===== src/rtl/reg_file_pkg.sv =====
// Shared constants and helpers for the RISC-V general-purpose register file.
// Index 0 is the hardwired-zero register and has no storage.
package reg_file_pkg;

    localparam int REG_ADDR_W = 5;
    localparam int NUM_REGS   = 32;
    localparam logic [REG_ADDR_W-1:0] X0_ADDR = 5'd0;

    // True when a read port must see the data being written in this same cycle.
    function automatic logic bypass_hit(
        input logic                  we,
        input logic [REG_ADDR_W-1:0] waddr,
        input logic [REG_ADDR_W-1:0] raddr
    );
        return we && (waddr != X0_ADDR) && (raddr == waddr);
    endfunction

endpackage


===== src/rtl/reg_file_register.sv =====
// N-bit load-enabled storage register with asynchronous active-high clear.
// One instance backs each architectural register x1..x31.
module register #(
    parameter int N = 32
) (
    input  logic         clk,
    input  logic         rst,
    input  logic         load,
    input  logic [N-1:0] d,
    output logic [N-1:0] q
);

    logic [N-1:0] val_d;
    logic [N-1:0] val_q;

    // Next-state: capture d on load, otherwise hold
    always_comb begin
        val_d = val_q;
        if (load) begin
            val_d = d;
        end else begin
            val_d = val_q;
        end
    end

    // Storage flop; reset clears immediately and overrides any load
    always_ff @(posedge clk or posedge rst) begin
        if (rst) begin
            val_q <= '0;
        end else begin
            val_q <= val_d;
        end
    end

    assign q = val_q;

endmodule


===== src/rtl/reg_file.sv =====
// 32 x XLEN register file: x0 reads as zero, two combinational read ports,
// one synchronous write port, optional same-cycle write-to-read forwarding.
module reg_file
    import reg_file_pkg::*;
#(
    parameter int XLEN   = 32,
    parameter bit BYPASS = 1'b0
) (
    input  logic                  clk,
    input  logic                  rst,
    input  logic                  we,
    input  logic [REG_ADDR_W-1:0] waddr,
    input  logic [XLEN-1:0]       wdata,
    input  logic [REG_ADDR_W-1:0] raddr1,
    input  logic [REG_ADDR_W-1:0] raddr2,
    output logic [XLEN-1:0]       rdata1,
    output logic [XLEN-1:0]       rdata2
);

    logic [NUM_REGS-1:1] load_s;
    logic [XLEN-1:0]     regs_s [NUM_REGS];

    // x0 has no storage: its mux input is a constant zero
    assign regs_s[0] = '0;

    // Write decoder and storage; decoding from index 1 upward drops x0 writes
    for (genvar i = 1; i < NUM_REGS; i++) begin : g_regs
        assign load_s[i] = we & (waddr == REG_ADDR_W'(i));

        register #(.N(XLEN)) u_reg (
            .clk  (clk),
            .rst  (rst),
            .load (load_s[i]),
            .d    (wdata),
            .q    (regs_s[i])
        );
    end

    // One 32:1 read mux per port, each with its own forwarding check
    for (genvar p = 0; p < 2; p++) begin : g_port
        logic [REG_ADDR_W-1:0] addr_s;
        logic [XLEN-1:0]       data_s;

        assign addr_s = (p == 0) ? raddr1 : raddr2;

        // Select stored value, or forward wdata when enabled and hit
        always_comb begin
            data_s = regs_s[addr_s];
            if (BYPASS && bypass_hit(we, waddr, addr_s)) begin
                data_s = wdata;
            end else begin
                data_s = regs_s[addr_s];
            end
        end
    end

    assign rdata1 = g_port[0].data_s;
    assign rdata2 = g_port[1].data_s;

endmodule

===== config.mk =====
export PLATFORM = sky130hd
export DESIGN_NAME = reg_file
export DESIGN_NICKNAME = d
export VERILOG_FILES = /design/src/rtl/reg_file_pkg.sv /design/src/rtl/reg_file_register.sv /design/src/rtl/reg_file.sv
export SDC_FILE = /design/constraint.sdc
export NUM_CORES = 2
export LEC_CHECK = 0
export ABC_AREA = 1
export CORE_ASPECT_RATIO = 1.75
export CORE_MARGIN = 1.5
export CORE_UTILIZATION = 50
export CTS_CLUSTER_DIAMETER = 40
export DETAILED_ROUTE_END_ITERATION = 10
export HOLD_SLACK_MARGIN = 0.05
export MAX_ROUTING_LAYER = met4
export PLACE_DENSITY_LB_ADDON = 0.3
export SLEW_MARGIN = 15
export SYNTH_ARGS = -nofsm -noshare
export SYNTH_HDL_FRONTEND = slang
export SYNTH_SLANG_ARGS = --single-unit

===== constraint.sdc =====
create_clock -name clk -period 42 [get_ports clk]
set_clock_uncertainty 0.15 [all_clocks]
set_input_delay 10.5 -clock clk [delete_from_list [all_inputs] [get_ports clk]]
set_output_delay 10.5 -clock clk [all_outputs]
set_load 0.05 [all_outputs]

==> results_dict.tcl <==
set metrics [dict create \
    io_buffers 113 \
    end_kind "primary output" \
    num_io_pins 114 \
    gp_congestion 0.870 \
    initial_core_util 0.503 \
    drc 0 \
    drv_slew 0 \
    status "complete, no violations" \
    fin_crit_ns 26.11 \
    power.density_mw_per_mm2 47.6 \
    cts_tree "built" \
    grt_max_degree 179 \
    ys_seq_area_frac 0.443 \
    row_count 162 \
    rsz0062_at_grt "no" \
    dp_slack_ns 16.23 \
    sw_frac_of_total 0.331 \
    hold_viol_final 0 \
    met3_usage 0.0642 \
    synth-seq-cells 992 \
    area_delta_synth_final_pct 8.94 \
    clockRootBuffer "clkbuf_16" \
    syn-num-nets 8364 \
    avgSynthCellArea_sq_um 6.74 \
    detail_route.first_pass.iterations 8 \
    combPwrFrac 0.208 \
    finalCritPeriodShare 0.622 \
    grt_overflow_total 0 \
    largest_reg_flops 992 \
    p_seq_frac 0.430 \
    use_met1 0.450 \
    worstPathMaxFanout 98 \
    clkPwrFrac 0.362 \
    syn_area_sq_mm 0.0560 \
    fmax_ghz 0.0383 \
    fin_tns_setup_ns 0 \
    synthCells 8314 \
    maxSlewHeadroom 0.108 \
    clockBufferDepth 3 \
    fin_nets 7967 \
    routed_wl_mm 209 \
    min_path_type "flop to flop" \
    ctsResizeCount 0 \
    finalSetupViolCount 0 \
    vias_per_cell 6.05 \
    wl_per_cell_microns 22.0 \
    yosysWarnings 0 \
    p_switching_uw 961 \
    ant_nets 0 \
    synth.distinct_cells 17 \
    die_h_microns 446 \
    core_area_sq_mm 0.111 \
    hpwl_mm 104 \
    cap_violations 0 \
    grt_util_all_layers 0.371 \
    use_met2 0.565 \
    cp_data_arrival_time_ns 15.46 \
    numCtsBuffers 111 \
    grt_most_used_layer "met2" \
    antenna_found_initial 2 \
    die_area_sq_mm 0.114 \
    cts_hold_buf 0 \
    p_leak_uw 0.0300 \
    worst_slack_ns 15.89 \
    cts.clk_slew.worst_paths_ns 0.06 \
    vias 57400 \
    drive_gt1_frac 0.0401 \
    crit_type "input pin to primary output" \
    drt_iter0_drc 7302 \
    cts.sinks 992 \
    fillers 10700 \
    worstMarginPinSlew_ns 1.34 \
    htree_levels 3 \
    postCtsSetupRepairBufs 0 \
    grt_pass1_vias 54300 \
    chipWidth_microns 256 \
    critPathRequiredTime_ns 31.35 \
    intPower_uw 1940 \
    grt_pass1_wl_mm 318 \
    ir_drop_mv 0.0341 \
    worstSkewPairLatency_ns 0.74 \
    startpoint_type "input pin" \
]
logic make-up after synthesis:
kind of cell    count (synthesis)  synth area share
compound gates               1248             0.112
buf+inv                      1417            0.0982
flops                         992             0.443
simple gates                 4657             0.347
layout by cell type, fill, tap and decap left out, drive strengths merged:
cell type and instances:
bufinv 13, diode 2, nand3 1542, nor4 1, inv 746, clkbuf 141
or2 1, buf 78, clkinvlp 16, clkdlybuf4s50 103, o21ai 992, clkinv 18
a21oi 256, dfrtp 992, nor2 172, nand2 2941
power groups by stage:
stage | combinational (uW) | sequential, uW | clock (uW)
5_1_grt | 687 | 1270 | 1100
6_report | 605 | 1250 | 1050
4_1_cts | 597 | 1240 | 1060
2_1_floorplan | 453 | 1240 | 0
3_3_place_gp | 577 | 1250 | 0
3_5_place_dp | 595 | 1260 | 0
through the flow:
| step | hold slack, ns | std cells | util | instance area, sq um | power [uW] |
|---|---|---|---|---|---|
| 2_1_floorplan | 0.303 | 8314 | - | 56000 | 1690 |
| 3_3_place_gp | 0.316 | 9280 | 0.513 | 57100 | 1830 |
| 3_5_place_dp | 0.322 | 9280 | 0.513 | 57100 | 1850 |
| 4_1_cts | 0.338 | 9488 | 0.548 | 61000 | 2900 |
| 5_1_grt | 0.349 | 9490 | 0.548 | 61000 | 3050 |
| 6_report | 0.333 | 9490 | 0.548 | 61000 | 2900 |
final cells by class:
type	instances	area, sq um	area share
repair buffers	181	1670	0.0274
diodes	2	5.00	0.0000820
inverters	726	2770	0.0455
well taps	1476	1850	0.0303
flip-flops and latches	992	24800	0.407
multi-input cells	5905	26000	0.425
clock inverters	67	832	0.0136
clock buffers	141	3090	0.0507
critical path, cell delays in order:
cell and delay, ns:
buf_8 0.21, inv_8 0.58, buf_4 0.88, buf_4 0.69, buf_4 0.70, nand2_1 0.12, nand3_1 0.10, nand3_1 0.08
nand3_1 0.09, nand3_1 0.09, nand2_1 0.17, clkdlybuf4s50_1 0.82
cells in the mapped netlist:
cell type | number | area share
nor4_2 | 1 | 0.00022
clkbuf_1 | 476 | 0.032
clkinv_1 | 1 | 0.000067
o21ai_1 | 32 | 0.0029
a21oi_1 | 256 | 0.023
buf_1 | 72 | 0.0048
dfrtp_1 | 992 | 0.44
buf_4 | 1 | 0.00013
nor2_1 | 169 | 0.011
o21ai_0 | 960 | 0.086
nand3_1 | 1542 | 0.14
nor2_2 | 3 | 0.00034
inv_2 | 5 | 0.00034
or2_1 | 1 | 0.00011
buf_2 | 142 | 0.013
inv_1 | 720 | 0.048
nand2_1 | 2941 | 0.20
path summary, 6_finish.rpt:
kind,start,endpoint,slack (ns),cells after the start
worst max-delay path,raddr1[0],rdata1[5],15.89,12
max in group asynchronous,rst,g_regs[20].u_reg.q[24],27.63,6
min in group asynchronous,rst,g_regs[25].u_reg.q[7],10.20,2
worst min-delay path,g_regs[10].u_reg.q[24],g_regs[10].u_reg.q[24],0.33,2
worst min register to register,g_regs[10].u_reg.q[24],g_regs[10].u_reg.q[24],0.33,2
worst max register to register,g_regs[24].u_reg.q[4],g_regs[24].u_reg.q[4],41.06,2
layer usage:
layer,vias to the layer above,part of all wire
li1,25700,-
met1,26900,0.37
met2,3781,0.44
met3,1011,0.11
met4,0,0.079
met5,-,0
(Power assumes the default switching activity.)
